### src/rtl/monitor_pkg.sv
// monitor_pkg: shared definitions for the monitoring-path UART transmitter.
//   state_e   - transmitter FSM states (ST_PARITY only when MONITOR_TX_PARITY_EN
//               is defined)
//   START_BIT, STOP_BIT, DATA_BITS - serial frame constants
package monitor_pkg;

  typedef enum logic [2:0] {
    ST_IDLE   = 3'd0,
    ST_START  = 3'd1,
    ST_DATA   = 3'd2,
`ifdef MONITOR_TX_PARITY_EN
    ST_PARITY = 3'd3,
`endif
    ST_STOP   = 3'd4
  } state_e;

  localparam logic START_BIT = 1'b0;
  localparam logic STOP_BIT  = 1'b1;
  localparam int   DATA_BITS = 8;

endpackage

### src/rtl/monitor_uart_tx_fifo.sv
// monitor_fifo: synchronous FIFO holding samples waiting for transmission.
//   WIDTH, DEPTH (power of two, >= 2)
//   clk, rst_n    - clock, asynchronous active-low reset (discards contents)
//   push, din     - write din when push (caller must not push while full)
//   pop           - drop head (caller must not pop while empty)
//   dout          - head entry, valid when !empty
//   full, empty   - occupancy flags
// Pointers carry one extra wrap bit so full and empty are distinguishable.
module monitor_fifo #(
  parameter int WIDTH = 8,
  parameter int DEPTH = 4
) (
  input  logic             clk,
  input  logic             rst_n,
  input  logic             push,
  input  logic             pop,
  input  logic [WIDTH-1:0] din,
  output logic [WIDTH-1:0] dout,
  output logic             full,
  output logic             empty
);

  localparam int AW = $clog2(DEPTH);

  logic [WIDTH-1:0] r_mem [DEPTH];
  logic [AW:0]      r_wr_ptr;
  logic [AW:0]      r_rd_ptr;

  always_ff @(posedge clk or negedge rst_n) begin
    if (!rst_n) begin
      r_wr_ptr <= '0;
      r_rd_ptr <= '0;
    end else begin
      if (push) r_wr_ptr <= r_wr_ptr + 1'b1;
      if (pop)  r_rd_ptr <= r_rd_ptr + 1'b1;
    end
  end

  always_ff @(posedge clk) begin
    if (push) r_mem[r_wr_ptr[AW-1:0]] <= din;
  end

  assign dout  = r_mem[r_rd_ptr[AW-1:0]];
  assign empty = (r_wr_ptr == r_rd_ptr);
  assign full  = (r_wr_ptr[AW] != r_rd_ptr[AW]) &&
                 (r_wr_ptr[AW-1:0] == r_rd_ptr[AW-1:0]);

endmodule

### src/rtl/monitor_uart_tx.sv
// monitor_uart_tx: buffers 8-bit monitoring samples and sends each one as an
// LSB-first asynchronous frame (start, d0..d7, [even parity], stop).
//   CLKS_PER_BIT (2..65535), FIFO_DEPTH (power of two, >= 2)
//   clk, rst_n                - clock, asynchronous active-low reset
//   sample_in, sample_valid   - sample offered to the FIFO
//   sample_ready              - FIFO not full
//   tx                        - registered serial line, idle high
//   busy                      - a frame is in progress
//   overflow                  - sticky: a sample was offered while not ready
// Build option: define MONITOR_TX_PARITY_EN to insert an even parity bit.
//
// state     | meaning
// ST_IDLE   | line idle, waiting for a buffered sample
// ST_START  | sending start bit
// ST_DATA   | sending d0..d7, r_bit_cnt selects the bit
// ST_PARITY | sending even parity (parity builds only)
// ST_STOP   | sending stop bit; chains straight into the next frame if queued
module monitor_uart_tx
  import monitor_pkg::*;
#(
  parameter int CLKS_PER_BIT = 16,
  parameter int FIFO_DEPTH   = 4
) (
  input  logic       clk,
  input  logic       rst_n,
  input  logic [7:0] sample_in,
  input  logic       sample_valid,
  output logic       sample_ready,
  output logic       tx,
  output logic       busy,
  output logic       overflow
);

  localparam logic [15:0] TIMER_LOAD = 16'(CLKS_PER_BIT - 1);

  logic       w_full;
  logic       w_empty;
  logic       w_push;
  logic       w_pop;
  logic       w_timer_done;
  logic [7:0] w_head;

  state_e      r_state;
  logic [15:0] r_timer;
  logic [2:0]  r_bit_cnt;
  logic [7:0]  r_shift;
  logic        r_tx;
  logic        r_overflow;
`ifdef MONITOR_TX_PARITY_EN
  logic        r_parity;
`endif

  monitor_fifo #(
    .WIDTH(8),
    .DEPTH(FIFO_DEPTH)
  ) u_fifo (
    .clk   (clk),
    .rst_n (rst_n),
    .push  (w_push),
    .pop   (w_pop),
    .din   (sample_in),
    .dout  (w_head),
    .full  (w_full),
    .empty (w_empty)
  );

  assign w_push       = sample_valid && !w_full;
  assign w_timer_done = (r_timer == 16'd0);
  // Pop when idle, or at the last cycle of a stop bit so frames abut.
  assign w_pop = !w_empty &&
                 ((r_state == ST_IDLE) || ((r_state == ST_STOP) && w_timer_done));

  always_ff @(posedge clk or negedge rst_n) begin
    if (!rst_n) begin
      r_state    <= ST_IDLE;
      r_timer    <= '0;
      r_bit_cnt  <= '0;
      r_shift    <= '0;
      r_tx       <= STOP_BIT;
      r_overflow <= 1'b0;
`ifdef MONITOR_TX_PARITY_EN
      r_parity   <= 1'b0;
`endif
    end else begin
      if (sample_valid && w_full) r_overflow <= 1'b1;

      if (w_pop) begin
        r_shift <= w_head;
`ifdef MONITOR_TX_PARITY_EN
        r_parity <= ^w_head;
`endif
        r_tx    <= START_BIT;
        r_state <= ST_START;
        r_timer <= TIMER_LOAD;
      end else if (r_state != ST_IDLE) begin
        if (!w_timer_done) begin
          r_timer <= r_timer - 1'b1;
        end else begin
          r_timer <= TIMER_LOAD;
          unique case (r_state)
            ST_START: begin
              r_state   <= ST_DATA;
              r_bit_cnt <= '0;
              r_tx      <= r_shift[0];
            end
            ST_DATA: begin
              if (r_bit_cnt == 3'(DATA_BITS - 1)) begin
`ifdef MONITOR_TX_PARITY_EN
                r_state <= ST_PARITY;
                r_tx    <= r_parity;
`else
                r_state <= ST_STOP;
                r_tx    <= STOP_BIT;
`endif
              end else begin
                r_bit_cnt <= r_bit_cnt + 1'b1;
                r_shift   <= r_shift >> 1;
                r_tx      <= r_shift[1];
              end
            end
`ifdef MONITOR_TX_PARITY_EN
            ST_PARITY: begin
              r_state <= ST_STOP;
              r_tx    <= STOP_BIT;
            end
`endif
            ST_STOP: begin
              // Nothing queued (the pop branch above would have won).
              r_state <= ST_IDLE;
              r_timer <= '0;
              r_tx    <= STOP_BIT;
            end
            default: begin
              r_state <= ST_IDLE;
              r_timer <= '0;
              r_tx    <= STOP_BIT;
            end
          endcase
        end
      end
    end
  end

  assign sample_ready = !w_full;
  assign tx           = r_tx;
  assign busy         = (r_state != ST_IDLE);
  assign overflow     = r_overflow;

endmodule

### config.mk
export PLATFORM = sky130hd
export DESIGN_NAME = monitor_uart_tx
export DESIGN_NICKNAME = d
export VERILOG_FILES = /design/src/rtl/monitor_pkg.sv /design/src/rtl/monitor_uart_tx_fifo.sv /design/src/rtl/monitor_uart_tx.sv
export SDC_FILE = /design/constraint.sdc
export NUM_CORES = 1
export LEC_CHECK = 0
export BUFFER_PORTS_ARGS = -buffer_cell sky130_fd_sc_hd__buf_2
export CAP_MARGIN = 40
export CORE_UTILIZATION = 60
export DETAILED_ROUTE_END_ITERATION = 8
export GPL_ROUTABILITY_DRIVEN = 0
export GPL_TIMING_DRIVEN = 0
export PLACE_DENSITY_LB_ADDON = 0.2
export SETUP_SLACK_MARGIN = 0.5
export SYNTH_ARGS = -nofsm -noshare
export SYNTH_HDL_FRONTEND = slang
export SYNTH_SLANG_ARGS = --single-unit
### constraint.sdc
create_clock -name clk -period 3.1 [get_ports clk]
set_clock_uncertainty 0.15 [all_clocks]
set_input_delay 0.155 -clock clk [delete_from_list [all_inputs] [get_ports clk]]
set_output_delay 0.155 -clock clk [all_outputs]
set_load 0.01 [all_outputs]
==> After elaboration in Yosys (flattened, before gate mapping) <==
Memories as Yosys holds them, arrays and structs flattened.
Cells that the tools add are included.
{ "word_totals": {"memories": 1, "register_bits": 38, "elab_cells": 67, "output_inout_bits": 4, "ramBits": 32} }
{ "memory_table": {"columns": ["memory", "depth", "width", "read_ports", "rd_clocked_by_memory_dff", "wr", "line", "text"], "rows": [
  ["u_fifo.r_mem", 4, 8, 1, 0, 1, "monitor_uart_tx_fifo.sv:25", "logic [WIDTH-1:0] r_mem [DEPTH];"]
]} }
{ "classes": {"eq_ne": 10, "n_mux": 23, "reduce_logical": 20, "bitwise": 1, "n_addsub": 4} }
{ "ops": {"columns": ["cell", "n"], "rows": [
  ["$mux 16", 3],
  ["$mux 8", 5],
  ["$logic_not 16->1", 1],
  ["$sub 16x1->16 const B", 1],
  ["$mux 3", 5],
  ["$pmux 3 s2", 2],
  ["$add 3x1->3 const B", 3],
  ["$reduce_bool 2->1", 4],
  ["$eq 3x3->1 const B", 2],
  ["$mux 1", 6],
  ["$logic_and 1x1->1", 5],
  ["$reduce_and 5->1", 1],
  ["$mux 4", 1],
  ["$reduce_and 4->1", 1],
  ["$eq 3x1->1 const B", 1],
  ["$eq 3x2->1 const B", 1],
  ["$eq 3x3->1", 1],
  ["$logic_not 3->1", 1],
  ["$ne 3x2->1 const B", 1],
  ["$reduce_and 3->1", 1],
  ["$reduce_bool 3->1", 1],
  ["$eq 2x2->1", 1],
  ["$logic_not 1->1", 2],
  ["$ne 2x1->1 const B", 1],
  ["other kinds (7)", 7]
]} }

==> Logic depth before layout (Yosys ltp) <==
Gate-level depths: netlist of run 1.
{ "logic_depth": {"depth_word": 6, "depth_mapped": 8} }

==> Modules after synthesis <==
A second synthesis of run 1 with hierarchy kept.
{ "hier_totals": {"hier_cells": 250, "hier_area_um2": 3238.1} }
{ "modules_own_cells": {"columns": ["module", "area_each_um2", "instances", "seq_area_each_um2", "cells_per_inst"], "rows": [
  ["monitor_uart_tx", 1737.9, 1, 802.0, 178],
  ["monitor_fifo", 1500.2, 1, 1111.1, 72]
]} }

==> Least setup slack after synthesis of run 1 <==
Ideal clock, no wire load.
{ "synth_timing": {"kind": "flip-flop to flip-flop", "from": "reg r_bit_cnt[0]", "to": "reg r_shift[6]", "t_required_ns": 2.830, "arrival_time_ns": 1.914, "setup_time_ns": 0.120, "period_less_slack_ns": 2.184, "n_path_buf": 0, "stages_incl_launch_ff": 7, "slack_ns": 0.916, "path_cell_list": "dfrtp_1 -> ha_1 -> ha_1 -> or4_4 -> nor3_4 -> mux2i_1 -> o21ai_2"} }
{ "synth_via": {"elab_chain_cells": 3} }
{ "synth_rtl": {"columns": ["element", "line", "text"], "rows": [
  ["start, declared", "monitor_uart_tx.sv:45", "logic [2:0] r_bit_cnt;"],
  ["start signal, assigned", "monitor_uart_tx.sv:116", "r_bit_cnt <= r_bit_cnt + 1'b1;"],
  ["$eq 3x3->1", "monitor_uart_tx.sv:107", "if (r_bit_cnt == 3'(DATA_BITS - 1)) begin"],
  ["$ne 2x1->1 (no source line)", null, null],
  ["$reduce_and 4->1 (no source line)", null, null],
  ["end signal, assigned", "monitor_uart_tx.sv:88", "r_shift <= w_head;"],
  ["end signal, assigned", "monitor_uart_tx.sv:117", "r_shift <= r_shift >> 1;"],
  ["end, declared", "monitor_uart_tx.sv:46", "logic [7:0] r_shift;"]
]} }
No other way between the ends.
A chain may end at the register's enable or synchronous reset.

==> Final worst setup path of run 1 <==
{ "layout_timing": {"from": "reg r_bit_cnt[0]", "to": "reg r_shift[0]"} }
The elaborated chain is that of the path after synthesis.

==> flow_results.org, run 1 <==
** Floorplanning
- Vertical extent of the die :: 75.85 um
- The initial utilization of the core area, before any placement, comes to 63.26%.
- 15 I/O pins were placed.
- Rows :: 26
- The die covers 5752 um2.
- Measured along the x axis, the die boundary spans 75.85 um.
- Floorplan core area :: 5172 um2

** Placed design
- Input and output buffers added on the ports amount to 14.
- Placed Area :: 3450 um2
- Pre-CTS setup slack :: 734.1 ps
- Detailed placement finished with a half-perimeter wire length of 3.878 mm.

** Setup path
- Type of the worst setup path :: reg -> reg
- Maximum fanout encountered on the critical timing path :: 8
- Crit path launch type :: register
- The cell that appears most often on the critical path is sky130_fd_sc_hd__ha_1.
- In this run the register-to-register setup slack is 730 ps.
- The endpoint identified for the worst register-to-register timing path is r_shift[0].
- Cell family with most CP delay :: simple AND/OR/NAND/NOR gates
- Largest stage delay on the critical path :: 530 ps
- CP max-delay cell :: sky130_fd_sc_hd__or4_4
- Crit. End Element :: register
- Length in cells of the worst reg-to-reg path :: 6
- The critical path starts at r_bit_cnt[0].
- In this run the critical register-to-register path is launched from r_bit_cnt[0].
- For the worst setup path, the data required time is 3170 ps.
- Walking the worst path, the cells encountered are ha_1 -> ha_1 -> or4_4 -> nor3_4 -> mux2i_1 -> o21ai_2.
- Arrival time of data at the critical path endpoint :: 2450 ps
- Together, buffers and inverters on the worst path number 0.

** Clock tree
- The tree is rooted in a sky130_fd_sc_hd__clkbuf_8.
- Hold-fix buffers at CTS :: 11
- The number of setup buffers added after CTS is 0.
- Counting along the longest clock path gives a buffer depth of 2.
- CTS buffer count :: 9
- Clock transition at path regs :: 70 ps
- TritonCTS built the clock tree.
- Total number of H-tree levels :: 3
- Clock Sinks :: 70
- Post-CTS repair changed the size of 0 cells.
- Latest clock arrival within the worst-skew pair :: 340 ps

** STA
- Setup repair after global routing left no endpoint under its margin.
- Period utilization :: 76.51%
- Static timing analysis puts the maximum clock frequency at 421.6 MHz.
- Number of max-slew violations in the final report :: 0
- In the final timing run, aggregate negative setup slack is 0 ps.
- Final Hold Vio Count :: 0
- In this run the tightest slew margin relative to its limit is 57.36%.
- Final worst path period need :: 2372 ps
- Setup violations remaining at the end of the flow were counted as 0.
- Actual slew at the worst max-slew pin :: 639.7 ps
- Setup slack on the critical path of the routed design comes to 728.1 ps.

** Yosys
- Share of flip-flops with an asynchronous set or reset :: 54.29%
- Counting distinct cell types in the post-synthesis netlist gives 50.
- Among all flip-flop cells after synthesis, the most frequent one is sky130_fd_sc_hd__dfrtp_1.
- Area share of the largest cell type after synthesis :: 29.37%
- Synthesized instance count :: 254
- The synthesized design contains 32 enable-type register cells.
- Synth area leaders :: sky130_fd_sc_hd__edfxtp_1 29%, sky130_fd_sc_hd__dfrtp_1 28%, sky130_fd_sc_hd__mux4_2 5.5%
- The synthesized netlist occupies a cell area of 3272 um2.
- During synthesis, Yosys emitted a total of 0 warnings.
- Summed over all instances, the cell type with the most area after synthesis is sky130_fd_sc_hd__edfxtp_1.
- Average footprint of a synthesized cell :: 12.88 um2
- Of the synthesized area, sequential elements account for 58.47%.
- The number of nets in the synthesized netlist is 273.
- In this run, synthesis produced a sequential element count of 70.

** Routing
- Initial DRC count :: 116
- Ratio of routed vias to standard cells :: 5.626
- The detail route stage leaves a number of antenna-violating nets equal to 0.
- The routed layout has 2059 vias.
- The first detailed-routing pass took 4 iterations.
- DRT Wirelength :: 5.792 mm
- WL/cell :: 15.83 um
- DRC violation count after routing :: 0

** Power and ir drop
- The analysis attributes to cell leakage a power of 1.511 nW.
- VDD IR-drop max :: 0.4475 mV
- Tot Pwr :: 2.177 mW
- Areal power density over the cells :: 577.1 nW/um2

** Finish
- Final antenna diode count :: 0
- In the layout the commonest cells are 37 x sky130_fd_sc_hd__dfrtp_1, 32 x sky130_fd_sc_hd__edfxtp_1, 22 x sky130_fd_sc_hd__nand2_1.
- After the last flow step, the layout net total stands at 310.
- Cells fill 72.93% of the core in the end.
- Compared with the post-synthesis result, the final layout area differs by 15.30%.
- The library cell used most frequently in the layout, excluding fill and tap cells, is sky130_fd_sc_hd__dfrtp_1.
- Fraction of final layout cells with drive strength greater than 1 :: 21.28%
- The finished cells cover 3772 um2.
- Fill cell count :: 348

** Global routing
- Global-route wire length before repair :: 9.618 mm
- Total track usage :: 23.54%
- The via count of the first global-routing pass was 2035.
- Total global routing overflow :: 0
- Entering global routing, the biggest net connects 38 pins.
- Initial antenna violation count :: 0

** Worst hold path
- Class of the most critical hold timing path :: in -> async

** Status
- The run finished with clean final reports.

** Flow run
- Max-Cap Viols :: 0
[how the worst max path moves through the flow]
stage | end | slack [ps] | cells after the start
global route | u_fifo.r_mem[3][6] | 620 | 4
detailed placement | r_shift[0] | 730 | 6
global placement | r_shift[1] | 750 | 6
CTS | r_shift[0] | 720 | 6
floorplan | r_shift[6] | 920 | 6
finish | r_shift[0] | 730 | 6
[where the power goes]
group          leakage [nW]  internal (mW)  switching, mW
clock network         0.105          0.442          0.330
registers             0.760           1.09         0.0488
logic                 0.647          0.106          0.162
[worst reg2reg max path, cell delays in order, from the launching register on]
cell                      delay (ps)
sky130_fd_sc_hd__dfrtp_1         400
sky130_fd_sc_hd__ha_1            210
sky130_fd_sc_hd__ha_1            210
sky130_fd_sc_hd__or4_4           530
sky130_fd_sc_hd__nor3_4          390
sky130_fd_sc_hd__mux2i_1         300
sky130_fd_sc_hd__o21ai_2          70
[sequential cells by signal, summed over array words and instances (netlist names)]
signal           count
overflow             1
r_bit_cnt            3
r_shift              8
r_state              3
r_timer             16
tx                   1
u_fifo.r_mem        32
u_fifo.r_rd_ptr      3
u_fifo.r_wr_ptr      3
[synthesized netlist by cell type (all sizes together), types with 3 or more instances]
master / instances
a21oi: 7
and3: 5
buf: 6
dfrtp: 37
edfxtp: 32
ha: 8
inv: 8
mux2i: 7
mux4: 8
nand2: 22
nand2b: 6
nand3: 4
nor2: 19
nor3: 8
nor4: 12
o21ai: 16
or3: 3
xnor2: 14
xor2: 6
[cell type report]
class | count | area, um2 | share of cell area [%]
Clock buffer | 13 | 170.2 | 4.511
Clock inverter | 3 | 42.54 | 1.128
Timing Repair Buffer | 26 | 200.2 | 5.307
Sequential cell | 70 | 1913 | 50.71
Inverter | 8 | 30.03 | 0.7960
Buffer | 8 | 46.29 | 1.227
Multi-Input combinational cell | 168 | 1282 | 34.00
Tap cell | 70 | 87.58 | 2.322
[layer usage]
| layer | global-route usage (%) | wire (um) | part of all wire [%] |
|---|---|---|---|
| met1 | 31.72 | 2774 | 48 |
| met2 | 36.87 | 2765 | 48 |
| met3 | 7.804 | 189 | 3.3 |
| met4 | 6.584 | 63 | 1.1 |
| met5 | 0 | 0 | 0 |
[kinds of logic (layout without fill, tap and decap cells)]
logic type	Yosys count	in the layout	synth area share, %
simple gates	88	88	14.91
flops	70	70	58.47
compound gates	36	36	7.649
xor+xnor	20	20	5.583
mux	16	16	7.992
buf+inv	16	58	2.333
fa+ha+maj	8	8	3.059
[metrics by stage]
| step | std cells | hold slack (ps) |
|---|---|---|
| after detailed placement | 339 | -193.2 |
| after floorplan | 254 | -290.6 |
| final | 366 | 158.7 |
| after global routing | 366 | 218.6 |
| after CTS | 366 | 161.9 |
| after global placement | 338 | 154.2 |
Power figures use the tool's default switching activity.
==> inputs of run 2 (changes only) <==
--- a/config.mk
+++ b/config.mk
@@ -7,7 +7,7 @@
 export LEC_CHECK = 0
 export BUFFER_PORTS_ARGS = -buffer_cell sky130_fd_sc_hd__buf_2
 export CAP_MARGIN = 40
-export CORE_UTILIZATION = 60
+export CORE_UTILIZATION = 55
 export DETAILED_ROUTE_END_ITERATION = 8
 export GPL_ROUTABILITY_DRIVEN = 0
 export GPL_TIMING_DRIVEN = 0
==> constraint.sdc (replaced) <==
create_clock -name clk -period 2 [get_ports clk]
set_clock_uncertainty 0.15 [all_clocks]
set_input_delay 0.1 -clock clk [delete_from_list [all_inputs] [get_ports clk]]
set_output_delay 0.1 -clock clk [all_outputs]
set_load 0.01 [all_outputs]
==> run 2 against run 1 <==
The flow now finishes with violations (setup timing). Routed wire length up 79%. Sequential power up 57%. Hold slack worse by 74 ps. Via count up 31%. Power up 79%. Final area up 33%. Sequential cell count unchanged. Setup slack worse by 1000 ps. Largest power group unchanged.
==> flow_results.org, run 2 (same netlist as run 1, synthesis figures left out) <==
** Power and ir drop
- The cell leakage power came to 1.975 nW (was 1.511 nW).
- The internal power summed over all cells came to 2.739 mW (was 1.636 mW).
- The switching share of power came to 29.70% (was 24.84%).
- The power per cell area is 778.0 nW/um2 (was 577.1 nW/um2).
- The power share of the combinational group is 24.9% (was 12.3%).
- Sequential share of power :: 45.8% (was 52.2%)
- The net switching power figure was 1.157 mW (was 540.8 uW).
- Part of the power in the clock network :: 29.2% (was 35.5%)
- VDD IR-drop max :: 0.8023 mV (was 0.4475 mV)

** Placed design
- The total instance count after detailed placement was 341 (was 339).
- Placed Area :: 3643 um2 (was 3450 um2)
- DPL Wire Length :: 4.042 mm (was 3.878 mm)
- The number of buffer cells added on primary ports was 14 (unchanged).

** Routing
- The number of violations reported at the end of detailed-routing iteration 0 came to 216 (was 116).
- The number of nets with antenna violations after detailed routing is 0 (unchanged).
- The post-detailed-route DRC marker count came to 0 (unchanged).
- WL/cell :: 24.31 um (was 15.83 um)
- Vias after detailed routing :: 2700 (was 2059)
- DRT Wirelength :: 10.38 mm (was 5.792 mm)
- Drt pass-1 iters :: 5 (was 4)
- Ratio of routed vias to standard cells :: 6.323 (was 5.626)

** Setup path
- Largest stage delay on the critical path :: 520 ps (was 530 ps)
- Minimum setup slack among reg-to-reg paths :: -300 ps (was 730 ps)
- Crit path launch type :: register (unchanged)
- The buffer and inverter count on the worst path was 1 (was 0).
- The largest driver fanout on the critical path was 8 (unchanged).
- The kind of critical path is reg -> reg (unchanged).
- Crit. End Element :: register (unchanged)
- Endpoint required time on the critical path :: 2090 ps (was 3170 ps)
- The number of logic stages on the critical path including buffering is 7 (was 6).
- The data arrival at the endpoint of the critical path is 2390 ps (was 2450 ps).
- CP max-delay cell :: sky130_fd_sc_hd__or4_4 (unchanged)
- Series of cell instances along the critical path: ha_2 -> ha_4 -> or4_4 -> nor3_4 -> buf_12 -> mux2i_2 -> o21ai_2 (was ha_1 -> ha_1 -> or4_4 -> nor3_4 -> mux2i_1 -> o21ai_2).
- The cell type group with the largest total delay on the critical path was simple AND/OR/NAND/NOR gates (unchanged).
- The cell depth of the worst flop-to-flop path is 7 (was 6).

** Finish
- The most frequent standard cell in the layout excluding fill and tap cells was sky130_fd_sc_hd__buf_4 (was sky130_fd_sc_hd__dfrtp_1).
- Final antenna diode count :: 0 (unchanged)
- Final instance count without filler cells :: 427 (was 366)
- The total number of nets in the final design came to 369 (was 310).
- The post-synthesis to final-layout area growth was 53.08% (was 15.30%).
- The flip-flop count of the largest register after layout was 32 (unchanged).
- The share of the core filled with cells came to 89.31% (was 72.93%).
- Final Instance Area :: 5009 um2 (was 3772 um2)
- Commonest cells after routing, fill and taps aside :: 34 x sky130_fd_sc_hd__buf_4, 32 x sky130_fd_sc_hd__edfxtp_1, 29 x sky130_fd_sc_hd__dfrtp_1 (was 37 x sky130_fd_sc_hd__dfrtp_1, 32 x sky130_fd_sc_hd__edfxtp_1, 22 x sky130_fd_sc_hd__nand2_1)
- Sequential cell area in the final layout :: 1923 um2 (was 1913 um2)
- Fraction of final layout cells with drive strength greater than 1 :: 58.59% (was 21.28%)
- The layout filler cell count is 200 (was 348).
- The combined area of the multi-input logic cells was 1894 um2 (was 1282 um2).

** Floorplanning
- The initial core utilization came to 58.34% (was 63.26%).
- The number of rows created at floorplan came to 27 (was 26).
- The die span in y came to 79.13 um (was 75.85 um).
- Number of top-level pins :: 15 (unchanged)
- Width of the die :: 79.13 um (was 75.85 um)
- The die footprint was 6262 um2 (was 5752 um2).
- The area inside the core boundary came to 5608 um2 (was 5172 um2).

** Clock tree
- The clock insertion delay at the later pin of the skew report came to 360 ps (was 340 ps).
- Clock root buffer :: sky130_fd_sc_hd__clkbuf_8 (unchanged)
- Clock transition at path regs :: 80 ps (was 70 ps)
- Clock Sinks :: 70 (unchanged)
- Clock tree from TritonCTS :: yes (unchanged)
- The number of H-tree branching levels was 3 (unchanged).
- The number of buffers created by CTS is 9 (unchanged).
- Clock tree buffer depth :: 2 (unchanged)

** Global routing
- Maximum number of pins on one net before global-route repair :: 37 (was 38)
- Via count of the first global-routing pass :: 2673 (was 2035)
- The overall routing resource usage came to 29.78% (was 23.54%).
- Initial antenna violation count :: 0 (unchanged)
- The first-pass GRT wire length came to 13.41 mm (was 9.618 mm).
- Total global routing overflow :: 0 (unchanged)

** STA
- Max Freq :: 434.4 MHz (was 421.6 MHz)
- Worst slew slack as a fraction of its limit :: 69.09% (was 57.36%)
- The post-route clock period utilization was 115.1% (was 76.51%).
- Final worst path period need :: 2302 ps (was 2372 ps)
- The final max-slew violation count came to 0 (unchanged).
- The sum of negative setup slack came to -4674 ps (was 0 ps).
- The slew at the pin with the worst max-slew slack came to 459.3 ps (was 639.7 ps).
- Count of endpoints failing setup in the final report :: 32 (was 0)
- The number of endpoints with negative hold slack in the final report is 0 (unchanged).
- Final hold slack :: 85.18 ps (was 158.7 ps)
- The final worst setup slack is -301.8 ps (was 728.1 ps).
- RSZ-0062 raised after global routing :: true (was false)

** Worst hold path
- The type of the tightest min-delay check is in -> async (unchanged).

** Status
- Run status :: finished with violations (was completed)
- The final reports fail on setup timing.

** Flow run
- The number of max-capacitance violations reported was 0 (unchanged).
[run 2: stage by stage]
step           worst slack, ps  power, mW
2_1_floorplan           -142.3      2.138
3_3_place_gp            -319.2      2.270
3_5_place_dp            -349.4      2.286
4_1_cts                 -182.6      3.619
5_1_grt                 -374.5      4.012
6_report                -301.8      3.897
[run 2: per-layer routing]
layer / up-vias / global-route usage, % / part of all wire, %
li1: 1128 / - / -
met4: 0 / 12.18 / 4.2
met3: 49 / 7.701 / 5.5
met1: 1372 / 35.82 / 39
met5: - / 0 / 0
met2: 151 / 50.86 / 52
[run 2: final timing paths]
check,startpoint,end
worst min-delay path,rst_n,r_timer[6]
worst max-delay path,r_bit_cnt[1],r_shift[0]
max in group asynchronous,rst_n,r_shift[7]
min in group clk,overflow,overflow
worst max register to register,r_bit_cnt[1],r_shift[0]
worst min register to register,overflow,overflow
[run 2: worst reg2reg max path, cell delays in order, from the launching register on]
cell                      delay [ps]
sky130_fd_sc_hd__dfrtp_1         400
sky130_fd_sc_hd__ha_2            210
sky130_fd_sc_hd__ha_4            160
sky130_fd_sc_hd__or4_4           520
sky130_fd_sc_hd__nor3_4          210
sky130_fd_sc_hd__buf_12          170
sky130_fd_sc_hd__mux2i_2         280
sky130_fd_sc_hd__o21ai_2          80
[run 2: area by class of cell]
class / count / share of cell area, %
Sequential cell: 70 / 38.40
Multi-Input combinational cell: 169 / 37.82
Timing Repair Buffer: 84 / 15.54
Clock buffer: 9 / 2.473
Buffer: 8 / 2.048
Tap cell: 72 / 1.799
Clock inverter: 7 / 1.274
Inverter: 8 / 0.6495
[run 2: power groups by stage]
stage	clock network, mW	logic [mW]	registers [mW]
finish	1.14	0.971	1.79
global route	1.18	1.03	1.80
CTS	1.11	0.732	1.78
detailed placement	0	0.478	1.81
global placement	0	0.469	1.80
floorplan	0	0.350	1.79
[run 2: repair_timing]
item	in CTS	in global routing
cloned	4	0
gates resized for setup	77	41
hold buffers	11	0
endpoints found under the setup margin	71	72
endpoints found under the hold margin	71	0
pin swaps	37	24
setup buffers	39	16
==> inputs of run 3 (changes only) <==
--- a/config.mk
+++ b/config.mk
@@ -5,11 +5,11 @@
 export SDC_FILE = /design/constraint.sdc
 export NUM_CORES = 1
 export LEC_CHECK = 0
+export ABC_AREA = 1
 export BUFFER_PORTS_ARGS = -buffer_cell sky130_fd_sc_hd__buf_2
 export CAP_MARGIN = 40
 export CORE_UTILIZATION = 55
 export DETAILED_ROUTE_END_ITERATION = 8
-export GPL_ROUTABILITY_DRIVEN = 0
 export GPL_TIMING_DRIVEN = 0
 export PLACE_DENSITY_LB_ADDON = 0.2
 export SETUP_SLACK_MARGIN = 0.5
==> run 3 against run 2 <==
The run now ends clean. Sequential cell count unchanged. First-iteration DRC count decreased by 14%. Synthesized cell count increased by 65%. Final area increased by 0.22%.
==> flow_results.org, run 3 <==
** Power and ir drop
- Areal power density over the cells :: 752.5 nW/um2 (was 778.0 nW/um2)
- VDD IR-drop max :: 0.7113 mV (was 0.8023 mV)
- Sequential share of power :: 47.2% (was 45.8%)
- The clock network fraction of design power was 32.6% (was 29.2%).
- Switching Fraction :: 28.28% (was 29.70%)
- Net switching power :: 1.068 mW (was 1.157 mW)
- The power share of the combinational group came to 20.2% (was 24.9%).
- The cell leakage power came to 2.333 nW (was 1.975 nW).
- Internal power :: 2.709 mW (was 2.739 mW)
- Tot Pwr :: 3.777 mW (was 3.897 mW)

** Clock tree
- Clock root buffer :: sky130_fd_sc_hd__clkbuf_8 (unchanged)
- The clock tree from TritonCTS is yes (unchanged).
- The clock net sink count came to 70 (unchanged).
- The number of buffers created by CTS came to 9 (unchanged).
- Clock tree buffer depth :: 2 (unchanged)
- Clock transition at path regs :: 80 ps (about the same)
- Total number of H-tree levels :: 3 (unchanged)
- Latest clock arrival within the worst-skew pair :: 350 ps (was 360 ps)

** Routing
- The detailed-route wire length on metal 1 came to 3.517 mm (was 4.002 mm).
- DRT Wirelength :: 8.787 mm (was 10.38 mm)
- Vias after detailed routing :: 3130 (was 2700)
- Highest Signal Layer :: met4 (unchanged)
- The routed length on met2 came to 4.784 mm (was 5.375 mm).
- The mean number of vias per cell is 5.360 (was 6.323).
- The number of violations reported at the end of detailed-routing iteration 0 was 185 (was 216).
- Drt pass-1 iters :: 4 (was 5)
- DRC violation count after routing :: 0 (unchanged)
- The wire length per cell after detailed routing is 15.05 um (was 24.31 um).
- The number of nets with antenna violations after detailed routing came to 0 (unchanged).
- The wire length on met3 was 286 um (was 573 um).

** STA
- Period utilization :: 87.87% (was 115.1%)
- The fmax is 569.1 MHz (was 434.4 MHz).
- The slew at the pin with the worst max-slew slack was 458.4 ps (was 459.3 ps).
- RSZ-0062 raised after global routing: true (unchanged).
- TNS Setup :: 0 ps (was -4674 ps)
- The worst slew slack as a fraction of its limit came to 69.44% (was 69.09%).
- Final hold slack :: 18.03 ps (was 85.18 ps)
- The total setup violations reported at the end of the flow came to 0 (was 32).
- The number of endpoints with negative hold slack in the final report is 0 (unchanged).
- Final worst path period need :: 1757 ps (was 2302 ps)
- The final max-slew violation count is 0 (unchanged).
- Worst setup slack after layout :: 242.7 ps (was -301.8 ps)

** Setup path
- The startpoint type of the worst setup path is a register (unchanged).
- The cell depth of the worst flop-to-flop path came to 10 (was 7).
- The critical register-to-register path endpoint was r_shift[0] (unchanged).
- Type of the worst setup path :: reg -> reg (unchanged)
- The critical path required time was 2090 ps (about the same).
- Crit. End Element :: register (unchanged)
- Maximum fanout encountered on the critical timing path :: 10 (was 8)
- Minimum setup slack among reg-to-reg paths :: 240 ps (was -300 ps)
- Critical register-to-register path startpoint :: u_fifo.r_rd_ptr[0] (was r_bit_cnt[1])
- Arrival time of data at the critical path endpoint :: 1840 ps (was 2390 ps)

** Placed design
- Port buffer count :: 14 (unchanged)
- The area after detailed placement is 4049 um2 (was 3643 um2).
- Routability cong. :: 0.8487
- The HPWL after detailed placement came to 5.226 mm (was 4.042 mm).
- The total instance count after detailed placement was 510 (was 341).
- The post-place setup slack is 168.4 ps (was -349.4 ps).

** Finish
- The number of inserted diodes is 0 (unchanged).
- Final layout net count :: 521 (was 369)
- The post-layout instance area was 5020 um2 (was 5009 um2).
- Largest register FFs :: 32 (unchanged)
- The most frequent standard cell in the layout excluding fill and tap cells was sky130_fd_sc_hd__nand2_1 (was sky130_fd_sc_hd__buf_4).
- The post-synthesis to final-layout area growth was 37.12% (was 53.08%).
- Final instance count without filler cells :: 584 (was 427)
- The share of the core filled with cells came to 78.61% (was 89.31%).
- The share of layout cells above drive strength 1 is 36.29% (was 58.59%).
- Commonest cells after routing, fill and taps aside :: 111 x sky130_fd_sc_hd__nand2_1, 38 x sky130_fd_sc_hd__nand3_1, 33 x sky130_fd_sc_hd__buf_4 (was 34 x sky130_fd_sc_hd__buf_4, 32 x sky130_fd_sc_hd__edfxtp_1, 29 x sky130_fd_sc_hd__dfrtp_1)

** Yosys
- The number of enable-type register cells in the synthesized netlist is 32 (unchanged).
- The number of warning messages in the yosys log is 0 (unchanged).
- The sequential share of the synthesized area was 52.26% (was 58.47%).
- Most used standard cell by instance count after synthesis :: sky130_fd_sc_hd__nand2_1 (was sky130_fd_sc_hd__dfrtp_1)
- Commonest register cell after synthesis :: sky130_fd_sc_hd__dfrtp_1 (unchanged)
- Synth cell types :: 32 (was 50)
- Synthesized instance count :: 418 (was 254)
- Net Count, Synth :: 437 (was 273)
- Synth area leaders :: sky130_fd_sc_hd__edfxtp_1 26%, sky130_fd_sc_hd__dfrtp_1 25%, sky130_fd_sc_hd__nand2_1 13% (was sky130_fd_sc_hd__edfxtp_1 29%, sky130_fd_sc_hd__dfrtp_1 28%, sky130_fd_sc_hd__mux4_2 5.5%)
- The post-synthesis async set-or-reset flop share is 54.29% (unchanged).
- Average footprint of a synthesized cell :: 8.758 um2 (was 12.88 um2)
- The cell accounting for the most synthesized area is sky130_fd_sc_hd__edfxtp_1 (unchanged).
- The total of flip-flops plus latches after synthesis is 70 (unchanged).
- Synth cell count leaders: 126 x sky130_fd_sc_hd__nand2_1, 56 x sky130_fd_sc_hd__nand3_1, 41 x sky130_fd_sc_hd__nor2_1, 39 x sky130_fd_sc_hd__inv_1, 37 x sky130_fd_sc_hd__dfrtp_1 (was 37 x sky130_fd_sc_hd__dfrtp_1, 32 x sky130_fd_sc_hd__edfxtp_1, 22 x sky130_fd_sc_hd__nand2_1, 19 x sky130_fd_sc_hd__nor2_1, 14 x sky130_fd_sc_hd__xnor2_1).
- Area share of the largest cell type after synthesis :: 26.25% (was 29.37%)
- Post-synthesis instance area :: 3661 um2 (was 3272 um2)

** Flow run
- The number of max-capacitance violations reported is 0 (unchanged).

** Global routing
- Initial antenna violation count :: 0 (unchanged)
- Maximum number of pins on one net before global-route repair :: 28 (was 37)
- The total congestion overflow after global routing came to 0 (unchanged).
- The overall routing resource usage was 26.18% (was 29.78%).
- Via count of the first global-routing pass :: 3174 (was 2673)
- Global-route wire length before repair :: 14.26 mm (was 13.41 mm)

** Floorplanning
- Vertical extent of the die :: 83.59 um (was 79.13 um)
- Number of top-level pins :: 15 (unchanged)
- Floorplan core area :: 6386 um2 (was 5608 um2)
- Initial core utilization :: 57.33% (was 58.34%)
- The number of rows created at floorplan was 29 (was 27).
- The die footprint came to 6986 um2 (was 6262 um2).
- The width of the chip came to 83.59 um (was 79.13 um).

** Worst hold path
- The type of the tightest min-delay check was in -> async (unchanged).

** Status
- Run status: completed (was finished with violations).
[run 3: worst max-delay path by stage]
stage	cells after the start	slack [ps]	to	startpoint
after CTS	10	270	r_shift[0]	r_timer[0]
after detailed placement	8	170	u_fifo.r_mem[3][4]	u_fifo.r_rd_ptr[0]
final	10	240	r_shift[0]	u_fifo.r_rd_ptr[0]
after global routing	8	120	r_shift[0]	u_fifo.r_rd_ptr[0]
after floorplan	8	350	u_fifo.r_mem[3][0]	u_fifo.r_rd_ptr[0]
after global placement	8	180	u_fifo.r_mem[3][2]	u_fifo.r_rd_ptr[0]
[run 3: cell families (layout without fill, tap and decap cells)]
group | Yosys count | in the layout | share of synthesized area, %
DFF | 70 | 70 | 52.26
and+or+nand+nor | 255 | 255 | 32.95
AOI/OAI and AO/OA | 22 | 22 | 3.144
xor gates and xnor gates | 9 | 9 | 2.153
buffers and inverters | 54 | 143 | 6.767
adders and majority gates | 8 | 8 | 2.734
[run 3: repair_timing]
action | 4_1_cts | 5_1_grt
hold endpoints to repair | 71 | 0
cloned | 1 | 1
hold buffers | 10 | 0
endpoints found under the setup margin | 71 | 71
pin swaps | 20 | 18
buffers inserted | 39 | 7
gates resized for setup | 38 | 24
[run 3: final cells by class]
| type | count | area [um2] |
|---|---|---|
| clock inverters | 3 | 42.54 |
| fillers | 392 | 1366 |
| inverters | 45 | 191.4 |
| multi-input cells | 294 | 1813 |
| plain buffers | 9 | 100.1 |
| well taps | 77 | 96.34 |
| clock buffers | 13 | 170.2 |
| repair buffers | 73 | 686.9 |
| flip-flops and latches | 70 | 1919 |
[run 3: power groups by stage]
stage | Combinational (mW) | Clock (mW) | Sequential (mW)
CTS | 0.659 | 1.24 | 1.77
detailed placement | 0.507 | 0 | 1.79
global placement | 0.489 | 0 | 1.78
finish | 0.763 | 1.23 | 1.78
floorplan | 0.371 | 0 | 1.78
global route | 0.822 | 1.30 | 1.80
[run 3: routing by layer]
layer / global-route usage (%) / vias to the layer above
met3: 4.550 / 19
met4: 11.09 / 0
met5: 0 / -
li1: - / 1515
met1: 30.22 / 1516
met2: 47.60 / 80
[run 3: critical path, stage by stage (launching register included)]
cell and delay, ps:
sky130_fd_sc_hd__dfrtp_1 370, sky130_fd_sc_hd__buf_6 160, sky130_fd_sc_hd__inv_8 40, sky130_fd_sc_hd__buf_4 130
sky130_fd_sc_hd__clkbuf_2 200, sky130_fd_sc_hd__nand2_1 110, sky130_fd_sc_hd__nand3_1 80, sky130_fd_sc_hd__nand2_1 100
sky130_fd_sc_hd__nand3_1 130, sky130_fd_sc_hd__nand3_4 100, sky130_fd_sc_hd__nand2_1 60
